[src/rtl/rptr_empty_sync_if.sv]
// Read-side handshake and status bundle for rptr_empty_sync.
// master drives the read request and the write-domain pointer; slave is the read controller.
interface rptr_empty_sync_if #(
    parameter int unsigned ADDRSIZE = 8
);
    logic                rinc;
    logic [ADDRSIZE:0]   wptr;
    logic                rclr_err;
    logic [ADDRSIZE:0]   rptr;
    logic [ADDRSIZE-1:0] raddr;
    logic                rempty;
    logic                raempty;
    logic [ADDRSIZE:0]   rlevel;
    logic                runderflow;

    modport master (
        output rinc, wptr, rclr_err,
        input  rptr, raddr, rempty, raempty, rlevel, runderflow
    );

    modport slave (
        input  rinc, wptr, rclr_err,
        output rptr, raddr, rempty, raempty, rlevel, runderflow
    );
endinterface

[src/rtl/rptr_empty_sync.sv]
// Async-FIFO read-pointer / empty-flag controller with write-pointer synchroniser.
// Define RPTR_EMPTY_SYNC_AEMPTY_EN to enable the AEMPTY_THRESH almost-empty comparator.
module rptr_empty_sync #(
    parameter int unsigned ADDRSIZE      = 8,
    parameter int unsigned SYNC_STAGES   = 2,
    parameter int unsigned AEMPTY_THRESH = 4
) (
    input logic               rclk,
    input logic               rrst_n,
    rptr_empty_sync_if.slave  bus
);
    if (SYNC_STAGES < 2 || SYNC_STAGES > 4) begin : g_bad_sync_stages
        $error("rptr_empty_sync: SYNC_STAGES must be 2..4");
    end
    if (AEMPTY_THRESH > (1 << ADDRSIZE)) begin : g_bad_aempty_thresh
        $error("rptr_empty_sync: AEMPTY_THRESH must not exceed the FIFO depth");
    end

    logic [ADDRSIZE:0]   wq [SYNC_STAGES];
    logic [ADDRSIZE:0]   wq_gray;
    logic [ADDRSIZE:0]   wq_bin;
    logic [ADDRSIZE:0]   rbin;
    logic [ADDRSIZE:0]   rbnext;
    logic [ADDRSIZE:0]   rgnext;
    logic [ADDRSIZE:0]   rdiff;
    logic                rd_ok;
    logic                rd_err;
    logic [ADDRSIZE:0]   rptr_q;
    logic [ADDRSIZE-1:0] raddr_q;
    logic [ADDRSIZE:0]   rlevel_q;
    logic                rempty_q;
    logic                raempty_q;
    logic                runderflow_q;

    always_ff @(posedge rclk or negedge rrst_n) begin
        if (!rrst_n) begin
            for (int unsigned i = 0; i < SYNC_STAGES; i++) begin
                wq[i] <= '0;
            end
        end else begin
            wq[0] <= bus.wptr;
            for (int unsigned i = 1; i < SYNC_STAGES; i++) begin
                wq[i] <= wq[i-1];
            end
        end
    end

    assign wq_gray = wq[SYNC_STAGES-1];

    // Each binary bit is the XOR of all Gray bits at and above it.
    always_comb begin
        wq_bin = '0;
        for (int unsigned i = 0; i <= ADDRSIZE; i++) begin
            wq_bin[i] = ^(wq_gray >> i);
        end
    end

    assign rd_ok  = bus.rinc & ~rempty_q;
    assign rd_err = bus.rinc & rempty_q;
    assign rbnext = rbin + (ADDRSIZE+1)'(rd_ok);
    assign rgnext = (rbnext >> 1) ^ rbnext;
    assign rdiff  = wq_bin - rbnext;

    always_ff @(posedge rclk or negedge rrst_n) begin
        if (!rrst_n) begin
            rbin     <= '0;
            rptr_q   <= '0;
            raddr_q  <= '0;
            rlevel_q <= '0;
            rempty_q <= 1'b1;
        end else begin
            rbin     <= rbnext;
            rptr_q   <= rgnext;
            raddr_q  <= rbnext[ADDRSIZE-1:0];
            rlevel_q <= rdiff;
            rempty_q <= (rgnext == wq_gray);
        end
    end

`ifdef RPTR_EMPTY_SYNC_AEMPTY_EN
    always_ff @(posedge rclk or negedge rrst_n) begin
        if (!rrst_n) begin
            raempty_q <= 1'b1;
        end else begin
            raempty_q <= (rdiff <= (ADDRSIZE+1)'(AEMPTY_THRESH));
        end
    end
`else
    always_ff @(posedge rclk or negedge rrst_n) begin
        if (!rrst_n) begin
            raempty_q <= 1'b1;
        end else begin
            raempty_q <= (rgnext == wq_gray);
        end
    end
`endif

    // A new underflow wins over a clear in the same cycle.
    always_ff @(posedge rclk or negedge rrst_n) begin
        if (!rrst_n) begin
            runderflow_q <= 1'b0;
        end else if (rd_err) begin
            runderflow_q <= 1'b1;
        end else if (bus.rclr_err) begin
            runderflow_q <= 1'b0;
        end
    end

    assign bus.rptr       = rptr_q;
    assign bus.raddr      = raddr_q;
    assign bus.rlevel     = rlevel_q;
    assign bus.rempty     = rempty_q;
    assign bus.raempty    = raempty_q;
    assign bus.runderflow = runderflow_q;
endmodule

[src/flat_wrapper.sv]
// flat-port wrapper written by rule: the top's interface ports become plain ports
module rptr_empty_sync_flat 
#(
    parameter int unsigned ADDRSIZE      = 8,
    parameter int unsigned SYNC_STAGES   = 2,
    parameter int unsigned AEMPTY_THRESH = 4
)
  (rclk, rrst_n, bus_rinc, bus_wptr, bus_rclr_err, bus_rptr, bus_raddr, bus_rempty, bus_raempty, bus_rlevel, bus_runderflow);
  rptr_empty_sync_if #(.ADDRSIZE(ADDRSIZE)) bus_i ();
  input logic rclk;
  input logic rrst_n;
  input wire logic [$bits(bus_i.rinc)-1:0] bus_rinc;
  input wire logic [$bits(bus_i.wptr)-1:0] bus_wptr;
  input wire logic [$bits(bus_i.rclr_err)-1:0] bus_rclr_err;
  output wire logic [$bits(bus_i.rptr)-1:0] bus_rptr;
  output wire logic [$bits(bus_i.raddr)-1:0] bus_raddr;
  output wire logic [$bits(bus_i.rempty)-1:0] bus_rempty;
  output wire logic [$bits(bus_i.raempty)-1:0] bus_raempty;
  output wire logic [$bits(bus_i.rlevel)-1:0] bus_rlevel;
  output wire logic [$bits(bus_i.runderflow)-1:0] bus_runderflow;
  assign bus_i.rinc = bus_rinc;
  assign bus_i.wptr = bus_wptr;
  assign bus_i.rclr_err = bus_rclr_err;
  assign bus_rptr = bus_i.rptr;
  assign bus_raddr = bus_i.raddr;
  assign bus_rempty = bus_i.rempty;
  assign bus_raempty = bus_i.raempty;
  assign bus_rlevel = bus_i.rlevel;
  assign bus_runderflow = bus_i.runderflow;
  rptr_empty_sync #(.ADDRSIZE(ADDRSIZE), .SYNC_STAGES(SYNC_STAGES), .AEMPTY_THRESH(AEMPTY_THRESH)) u_core (.rclk(rclk), .rrst_n(rrst_n), .bus(bus_i));
endmodule
[config.mk]
export PLATFORM = sky130hd
export DESIGN_NAME = rptr_empty_sync_flat
export DESIGN_NICKNAME = d
export VERILOG_FILES = /design/src/rtl/rptr_empty_sync_if.sv /design/src/rtl/rptr_empty_sync.sv /design/src/flat_wrapper.sv
export SDC_FILE = /design/constraint.sdc
export NUM_CORES = 1
export LEC_CHECK = 0
export CORE_ASPECT_RATIO = 0.5
export CORE_MARGIN = 1.5
export CORE_UTILIZATION = 55
export DETAILED_ROUTE_END_ITERATION = 10
export DONT_BUFFER_PORTS = 1
export GPL_ROUTABILITY_DRIVEN = 0
export PLACE_DENSITY = 0.75
export SLEW_MARGIN = 20
export SYNTH_ARGS = -nofsm -noshare
export SYNTH_HDL_FRONTEND = slang
export SYNTH_SLANG_ARGS = --single-unit
[constraint.sdc]
create_clock -name rclk -period 3.5 [get_ports rclk]
set_clock_uncertainty 0.1 [all_clocks]
set_input_delay 0.35 -clock rclk [delete_from_list [all_inputs] [get_ports rclk]]
set_output_delay 0.35 -clock rclk [all_outputs]
set_load 0.01 [all_outputs]
==> summary.md <==
| Metric | Value |
|---|---|
| Status | finished with violations |
| Failing checks | setup timing |
| Initial antenna violation count | 0 |
| Hold Path Cell Cnt | 1 |
| Avg Vias per Cell | 5.36 |
| Top_reg_cell synth | dfrtp_1 |
| CTS buffer count | 5 |
| Final Worst Setup Slack | -0.0472 ns |
| Int Pwr | 1440 uW |
| Most common cell after layout, fill and taps aside | dfrtp_1 |
| Number of synthesized register bits | 46 |
| CP Data Required Time | 3.64 ns |
| Chip height | 48.0 um |
| Sequential Power Share | 0.335 |
| Most frequent cells in the layout | dfrtp_1, buf_4, xnor2_1, inv_1, xor2_1 |
| Filler cells | 274 |
| Tcrit/Tclk final | 1.01 |
| TritonCTS clock tree | done |
| CP Buf/Inv Count | 1 |
| Asr flop ratio synth | 1.00 |
| Vias in the first global route | 1424 |
| Worst-path cell chain | xor3_2 > xnor3_2 > xnor2_4 > xor2_2 > xnor2_2 > ha_2 > fa_2 > buf_6 > nor2_2 > o211a_1 > nor4_4 > or4_1 > nand3_1 > xor2_1 |
| PD cells | 868 nW/um^2 |
| CP Max Fanout | 2 |
| Routed wire length | 4730 um |
| Layout area overhead | 25.7% |
| Final core utilization | 0.719 |
| Max Slew Vio Count | 0 |
| HPWL after DPL | 3120 um |
| DRC | 0 |
| Reg clk slew, reported paths | 0.09 ns |
| Clock power frac | 0.136 |
| Die width | 93.1 um |
| Post-synthesis cell count | 190 |
| Longest Clk Path Bufs | 2 |
| Port Buffer Count | 0 |
| Final net count | 252 |
| Total congestion overflow | 0 |
| Ant. Diodes | 0 |
| Gate power share | 0.529 |
| Post-synthesis average cell area | 11.7 sq um |
| Non-Filler Instances | 288 |
| Post-synth EDFFs | 0 |
| Power Total | 2440 uW |
| Max_cap viols | 0 |
| Pre-CTS setup slack | -0.178 ns |
| P_sw | 1000 uW |
| Final Hold Vio Count | 0 |
| Slowest stage cell, crit path | xor3_2 |
| Top-level I/O count | 42 |
| Synthesized Nets | 209 |
| DP Cell Count | 262 |
| Total Routing Usage GR | 0.219 |
| Router iterations before antenna repair | 4 |
| RSZ-0062 raised after global routing | true |
| Routed Antenna Nets | 0 |
| Initial Util | 0.572 |
| Tmin final | 3.55 ns |
| Reg2Reg Depth | 14 |
| Row cnt | 16 |
| Worst path arrival time | 3.69 ns |
| Sw Ratio | 0.411 |
| Crit end category | register |
| Cell area after synthesis | 2230 sq um |
| Initial DRC count | 53 |
| Clock Sinks | 46 |
| Leak Pwr | 0.00128 uW |
| CP Class | reg2reg |
| Max VDD drop | 0.000381 V |
| Pin count of the biggest net entering global routing | 47 |
| Synth unique cells | 43 |
| Fmax | 282 MHz |
| Hold WC Path Type | in2reg |
| Sequential cell area fraction in the yosys report | 0.516 |
| YS warnings | 0 |
| Slowest stage delay, CP | 0.41 ns |
| Worst-Skew Late Latency | 0.31 ns |
| Slew headroom | 0.646 |
| First-pass GRT wire length | 6870 um |
| Die area | 4470 sq um |
| CP delay by family, top | XOR/XNOR gates |
| Core area | 3900 sq um |
| Htree depth | 2 |
| Via count | 1545 |
| Crit start category | register |
| Worst slew pin tran | 0.528 ns |
| DR WL/cell | 16.4 um |
| Crit path depth | 14 |
| Share of layout cells above drive strength 1 | 0.244 |
| Clk root buf | clkbuf_8 |
| Final setup viols | 1 |
## power groups by stage
| stage | sequential (uW) | clock (uW) | combinational, uW |
|---|---|---|---|
| finish | 817 | 331 | 1290 |
| global route | 837 | 359 | 1420 |
| CTS | 820 | 338 | 1160 |
| detailed placement | 830 | 0 | 1040 |
| global placement | 824 | 0 | 1020 |
| floorplan | 810 | 0 | 748 |
## final cells by class
class,instances,area (sq um),area share
Clock inverter,3,21.3,0.00758
Sequential cell,46,1150,0.411
Tap cell,54,67.6,0.0241
Inverter,17,63.8,0.0227
Clock buffer,5,68.8,0.0245
Multi-Input combinational cell,124,1090,0.387
Timing Repair Buffer,39,345,0.123
## registers in the layout (all words and copies together) (netlist names)
| register | count |
|---|---|
| u_core.wq | 9 |
| u_core.bus.rptr | 8 |
| u_core.bus.raempty | 1 |
| u_core.rbin | 9 |
| u_core.wq_gray | 9 |
| u_core.bus.rlevel | 9 |
| u_core.bus.runderflow | 1 |
## worst reg2reg max path, stage by stage (launching register included)
cell	delay, ns
dfrtp_1	0.38
xor3_2	0.41
xnor3_2	0.32
xnor2_4	0.20
xor2_2	0.23
xnor2_2	0.10
ha_2	0.21
fa_2	0.41
buf_6	0.13
nor2_2	0.09
o211a_1	0.18
nor4_4	0.06
or4_1	0.40
nand3_1	0.11
xor2_1	0.15
## what timing repair did
item,in CTS,in global routing
pin swaps,10,8
endpoints found under the setup margin,2,4
resized for setup,6,8
buffers inserted,5,3
hold buffers,11,0
endpoints found under the hold margin,55,0
## kinds of logic after synthesis
kind of cell / synth area share
flops: 0.516
compound gates: 0.0712
fa+ha+maj: 0.0370
xor+xnor: 0.228
simple gates: 0.105
buf+inv: 0.0376
mux: 0.00504
## worst paths after layout
check                                            start                           endpoint  slack, ns
max                        u_core.wq_gray[5]$_DFF_PN0_     u_core.bus.rlevel[8]$_DFF_PN0_      -0.05
min                                       bus_rclr_err  u_core.bus.runderflow$_DFFE_PN0P_       0.05
max reg2reg                u_core.wq_gray[5]$_DFF_PN0_     u_core.bus.rlevel[8]$_DFF_PN0_      -0.05
min reg2reg                    u_core.wq[14]$_DFF_PN0_        u_core.wq_gray[5]$_DFF_PN0_       0.25
max in group asynchronous                       rrst_n       u_core.bus.raempty$_DFF_PN1_       2.61
min in group asynchronous                       rrst_n     u_core.bus.rlevel[1]$_DFF_PN0_       0.44
## per-stage QoR
| step | setup TNS [ns] | hold slack, ns | area (sq um) |
|---|---|---|---|
| 5_1_grt | -0.381 | 0.0412 | 2810 |
| 4_1_cts | -0.0761 | 0.0512 | 2740 |
| 3_3_place_gp | -0.00759 | -0.0446 | 2440 |
| 3_5_place_dp | -0.178 | -0.0445 | 2440 |
| 6_report | -0.0472 | 0.0487 | 2810 |
| 2_1_floorplan | -0.219 | -0.0456 | 2240 |
## layer usage
| layer | track usage | vias to the layer above | wire, um |
|---|---|---|---|
| met3 | 0.0746 | 10 | 311 |
| met2 | 0.350 | 60 | 2220 |
| met4 | 0.0970 | 0 | 87 |
| met5 | 0 | - | 0 |
| li1 | - | 721 | - |
| met1 | 0.282 | 754 | 2110 |
## Yosys cell counts, drive strengths merged (2+ instances only)
cell type / count / area (sq um)
buf: 3 / 20.0
ha: 5 / 62.6
nor3: 5 / 25.0
nand3: 7 / 35.0
a221oi: 2 / 17.5
and3b: 2 / 17.5
nor2: 10 / 37.5
xnor2: 27 / 251
a31oi: 2 / 12.5
xor2: 16 / 140
dfrtp: 45 / 1130
nand2: 10 / 37.5
clkinv: 2 / 7.51
o21ai: 6 / 30.0
xnor3: 4 / 92.6
inv: 15 / 56.3
o211ai: 2 / 15.0
a21oi: 5 / 25.0
nor4: 2 / 18.8
(Power assumes the default switching activity.)
==> RTL change 1, RTL diff (same flow settings) <==
Build with the macro `RPTR_EMPTY_SYNC_AEMPTY_EN` defined.
--- a/src/rtl/rptr_empty_sync.sv
+++ b/src/rtl/rptr_empty_sync.sv
@@ -1,4 +1,6 @@
 // Async-FIFO read-pointer / empty-flag controller with write-pointer synchroniser.
 // Define RPTR_EMPTY_SYNC_AEMPTY_EN to enable the AEMPTY_THRESH almost-empty comparator.
+`define RPTR_EMPTY_SYNC_AEMPTY_EN
+
 module rptr_empty_sync #(
     parameter int unsigned ADDRSIZE      = 8,
Behaviour: not the same (Yosys sat finds a counterexample within 4 cycles, from zero or initial values and one cycle with rrst_n low).
==> RTL change 1 against the original RTL <==
Power is 2.0% higher. Worst setup slack better by 0.13 ns. Synthesized area decreased by 4.3%. Synthesized cell count fell by 7.9%. Sequential cell count is 1 higher. Final area shrank 8.4%. Combinational power is 4% lower. Wire length decreased by 18%. Highest routed layer unchanged.
==> RTL change 1: results (changes against the original RTL) <==
| Metric | Value |
|---|---|
| Slowest cell on crit path | `xor3_2` |
| GRT Resource Usage Total | `0.1897 (-0.02965)` |
| Wl on met1 | `1.797 mm (-15%)` |
| Syn_nets | `197 (-5.7%)` |
| Crit path max-delay family | `XOR/XNOR gates` |
| Crit path from | `u_core.wq_gray[6]$_DFF_PN0_` |
| Met3 usage | `0.07120 (-0.003406)` |
| Met1 GRT Util | `0.2469 (-0.03498)` |
| Initial antenna violation count | `0 (unchanged)` |
| DR WL/cell | `15.27 um (-6.9%)` |
| Placed Instances | `234 (-11%)` |
| GR met2 Demand/Resource | `0.3000 (-0.05036)` |
| Crit-path max FO | `5 (+3)` |
| Maximum VDD drop | `0.0004347 V (+14%)` |
| R2r setup slk | `0.08 ns (+0.13 ns)` |
| Ys async rst share | `1.000 (unchanged)` |
| CP peak stage delay | `0.45 ns (+0.04 ns)` |
| Fraction of layout cells with a size suffix above 1 | `0.1773 (-0.06625)` |
| NumNets Final | `224 (-11%)` |
| Worst hold start | `bus_rclr_err` |
| CTS root buffer | `clkbuf_8` |
| Routed WL | `3.878 mm (-18%)` |
| Largest net degree at the start of global routing | `48 (+2.1%)` |
| Primary FF master, synth | `dfrtp_1` |
| Hold Path Depth | `1 (unchanged)` |
| Placed cell areas | `2261 um^2 (-7.5%)` |
| Hold Buf Count CTS | `11 (unchanged)` |
| Wire length on met3 | `294 um (-5.5%)` |
| Clock net power | `386 uW (+17%)` |
| Post-CTS resize count | `2 (-4)` |
| Status | `finished clean` |
| Combinational share of power | `0.498 (-0.031)` |
| Vias in the first global route | `1232 (-13%)` |
| Router iterations before antenna repair | `4 (unchanged)` |
| Commonest cells in the netlist | `dfrtp_1, xor2_1, xnor2_1, inv_1, nor2_1` |
| Post-CTS setup repair buffer count | `0 (-5)` |
| I/O Buffers | `0 (unchanged)` |
| Pre-CTS setup slack | `-0.04641 ns (+0.1317 ns)` |
| Crit path time final | `3.421 ns (-0.1262 ns)` |
| P_int | `1455 uW (+1.3%)` |
| Static Leak | `0.001159 uW (-9.6%)` |
| Sequential area share after synthesis | `0.5515 (+0.03527)` |
| Gate Count Post-Synth | `175 (-7.9%)` |
| CP endpoint | `u_core.bus.raempty$_DFF_PN1_` |
| Tightest Pin Transition | `0.5303 ns (+0.002505 ns)` |
| First-pass GRT wire length | `5.809 mm (-15%)` |
| DR top layer | `met4` |
| Vias/cell | `5.283 (-1.5%)` |
| Met2 WL post-DR | `1.737 mm (-22%)` |
| Post-synth cell types | `38 (-12%)` |
| Clk pin slew, worst setup/hold paths | `around 0.08 ns` |
| Fillcell total | `236 (-14%)` |
| Initial DRC count | `59 (+11%)` |
| Hold/Removal Path Class | `input port to register` |
| Post-DP HPWL | `2.700 mm (-13%)` |
| Leading post-synthesis cells by cell area | `dfrtp_1, xor2_1, xnor2_1, ha_1, dfstp_2` |
| WP data arrival | `3.55 ns (-0.14 ns)` |
## RTL change 1: logic make-up after synthesis
family                   share of synthesized area
adder cells (fa/ha/maj)                    0.05621
multiplexers                              0.004684
AND/OR/NAND/NOR                            0.09310
flip-flops                                  0.5515
XOR/XNOR                                    0.1950
buffers and inverters                      0.03161
AO/OA/AOI/OAI                              0.06793
## RTL change 1: final cells by class
| type | count | area [um^2] | share of cell area |
|---|---|---|---|
| Clock buffer | 6 | 72.57 | 0.02824 |
| Clock inverter | 2 | 37.54 | 0.01461 |
| Inverter | 14 | 52.55 | 0.02045 |
| Multi-Input combinational cell | 112 | 954.7 | 0.3715 |
| Sequential cell | 47 | 1179 | 0.4586 |
| Tap cell | 51 | 63.81 | 0.02483 |
| Timing Repair Buffer | 22 | 210.2 | 0.08179 |
## RTL change 1: stage by stage
step | power [uW] | util | hold WS (ns)
after floorplan | 1664 | - | -0.04559
after global placement | 1924 | 0.6340 | -0.04474
after detailed placement | 1960 | 0.6340 | -0.04499
after CTS | 2392 | 0.7035 | 0.04362
after global routing | 2641 | 0.7207 | 0.07330
final | 2485 | 0.7207 | 0.06506
## RTL change 1: worst min-delay path by stage
stage | to | slack (ns)
2_1_floorplan | u_core.bus.rlevel[0]$_DFF_PN0_ | -0.05
3_3_place_gp | u_core.wq[9]$_DFF_PN0_ | -0.04
3_5_place_dp | u_core.rbin[0]$_DFF_PN0_ | -0.04
4_1_cts | u_core.bus.runderflow$_DFFE_PN0P_ | 0.04
5_1_grt | u_core.bus.runderflow$_DFFE_PN0P_ | 0.07
6_report | u_core.bus.runderflow$_DFFE_PN0P_ | 0.07
==> RTL change 2, RTL diff (same flow settings) <==
Without the edit above. `raddr_q` no longer has a reset.
--- a/src/rtl/rptr_empty_sync.sv
+++ b/src/rtl/rptr_empty_sync.sv
@@ -66,5 +66,4 @@
             rbin     <= '0;
             rptr_q   <= '0;
-            raddr_q  <= '0;
             rlevel_q <= '0;
             rempty_q <= 1'b1;
@@ -72,8 +71,11 @@
             rbin     <= rbnext;
             rptr_q   <= rgnext;
-            raddr_q  <= rbnext[ADDRSIZE-1:0];
             rlevel_q <= rdiff;
             rempty_q <= (rgnext == wq_gray);
         end
+    end
+
+    always_ff @(posedge rclk) begin
+        raddr_q <= rbnext[ADDRSIZE-1:0];
     end
 
Check against the original RTL: differs if rrst_n is asserted again (counterexample within 10 cycles, from zero or initial values and one cycle with rrst_n low); with rrst_n held inactive, the same outputs for 10 cycles.
==> RTL change 2 against the original RTL <==
The run ends with DRC left. Synthesized area up 13%. Sequential cell count rose by 8. Worst setup slack improved by 0.28 ns. Wire length decreased by 1.9%. Final area is 2.9% higher. Core utilization decreased by 6.3 points. Power increased by 4.9%. Combinational power fell by 12%. Largest cell class unchanged. Highest routed layer unchanged.
==> RTL change 2: results (changes against the original RTL) <==
| Metric | Value |
|---|---|
| Status | `finished, violations left` |
| Violated checks | `DRC` |
| Leading post-synthesis cells by cell area | `dfrtp_1, xnor2_1, dfxtp_1, nand2_1, ha_1` |
| Detailed-route DRC error count | `3 (+3)` |
| NumNets Final | `265 (+5.2%)` |
| Placed cell areas | `2606 um^2 (+6.6%)` |
| Post-DP HPWL | `3.250 mm (+4.2%)` |
| Clock network area share | `0.04075 (+0.008646)` |
| Fillcell total | `318 (+16%)` |
| P_sw | `1005 uW (+0.53%)` |
| Clock net power | `433 uW (+31%)` |
| Sequential share of cell area | `0.4547 (+0.04409)` |
| Multi-In Gates | `147 (+19%)` |
| Vias in the first global route | `1536 (+7.9%)` |
| Rel. slew slack | `0.2882 (-0.3574)` |
| Comb. pwr | `1140 uW (-12%)` |
| Die Width | `98.75 um (+6.1%)` |
| Static Leak | `0.001257 uW (-2.0%)` |
| Crit-path max FO | `6 (+4)` |
| Met1 GRT Util | `0.2640 (-0.01786)` |
| Non-clock buffer share | `0.07022 (-0.05283)` |
| Ys async rst share | `0.8519 (-0.1481)` |
| Maximum VDD drop | `0.0003629 V (-4.7%)` |
| First-pass GRT wire length | `7.362 mm (+7.1%)` |
| Sequential area share after synthesis | `0.5206 (+0.004340)` |
| Multi-input combinational area share | `0.3875 (about the same)` |
| Vias/cell | `5.418 (+0.99%)` |
| Post-synth cell types | `49 (+14%)` |
| Bufs w/o clock | `21 (-46%)` |
| #FFs+latches synth | `54 (+17%)` |
| Router iterations before antenna repair | `7 (+3)` |
| Syn_nets | `243 (+16%)` |
| Fraction of layout cells with a size suffix above 1 | `0.1296 (-0.1140)` |
| Met3 usage | `0.04378 (-0.03083)` |
| GR met2 Demand/Resource | `0.3138 (-0.03657)` |
| GRT Resource Usage Total | `0.1970 (-0.02229)` |
| WP data arrival | `3.42 ns (-0.27 ns)` |
| Routed WL | `4.634 mm (-1.9%)` |
| Commonest cells in the netlist | `dfrtp_1, xnor2_1, nand2_1, inv_1, nor2_1` |
-- RTL change 2: cell count changes after synthesis, sizes merged, moves of 3 or more --
cell   delta
nand2     +8
dfxtp     +8
a21oi     +6
xor2     -12
xnor2    +11
nor2      +5
nor3      +3
-- RTL change 2: metrics by stage --
stage | power, uW | hold WS [ns] | utilization | setup WS [ns] | std cells
5_1_grt | 2727 | 0.02977 | 0.6556 | 0.02623 | 304
4_1_cts | 2547 | 0.03238 | 0.6476 | 0.05977 | 301
3_5_place_dp | 2086 | -0.04492 | 0.5919 | 0.09452 | 282
2_1_floorplan | 1829 | -0.04559 | - | 0.3353 | 224
6_report | 2556 | 0.03680 | 0.6556 | 0.2305 | 304
3_3_place_gp | 2052 | -0.04460 | 0.5919 | 0.2253 | 282
-- RTL change 2: cells by family (layout without fill, tap and decap cells) --
kind of cell | count (synthesis) | in the layout | share of synthesized area
xor gates and xnor gates | 44 | 44 | 0.1821
muxes | 3 | 3 | 0.02184
and+or+nand+nor | 62 | 62 | 0.1166
DFF | 54 | 54 | 0.5206
buffers and inverters | 23 | 46 | 0.04069
adders and majority gates | 6 | 6 | 0.03275
AOI/OAI and AO/OA | 32 | 32 | 0.08536
-- RTL change 2: critical path: stages, from the launching register on --
cell      delay [ns]
dfrtp_1         0.48
xnor2_2         0.27
xnor3_2         0.48
xnor2_4         0.26
xnor2_2         0.16
ha_1            0.25
nor2b_1         0.14
o21ai_0         0.24
a21oi_1         0.09
a211oi_2        0.30
nand2_1         0.08
a21oi_1         0.21
xnor2_1         0.14
-- RTL change 2: worst paths after layout --
kind / slack [ns] / cells past startpoint / startpoint / endpoint
min in group asynchronous: 0.42 / 2 / rrst_n / u_core.wq[17]$_DFF_PN0_
max: 0.23 / 12 / u_core.wq_gray[6]$_DFF_PN0_ / u_core.bus.rlevel[5]$_DFF_PN0_
max in group asynchronous: 2.62 / 2 / rrst_n / u_core.bus.raempty$_DFF_PN1_
max reg2reg: 0.23 / 12 / u_core.wq_gray[6]$_DFF_PN0_ / u_core.bus.rlevel[5]$_DFF_PN0_
min reg2reg: 0.26 / 0 / u_core.wq[11]$_DFF_PN0_ / u_core.wq_gray[2]$_DFF_PN0_
min: 0.04 / 1 / bus_rclr_err / u_core.bus.runderflow$_DFFE_PN0P_
-- RTL change 2: routing by layer --
metal,vias to the layer above,part of all wire
met1,773,0.46
met4,0,0.013
met5,-,0
met3,8,0.072
li1,799,-
met2,67,0.46
-- RTL change 2: repair_timing --
action	4_1_cts	5_1_grt
hold buffers	11	0
setup buffers	0	3
endpoints found under the setup margin	0	2
endpoints found under the hold margin	55	0
gates resized for setup	0	2
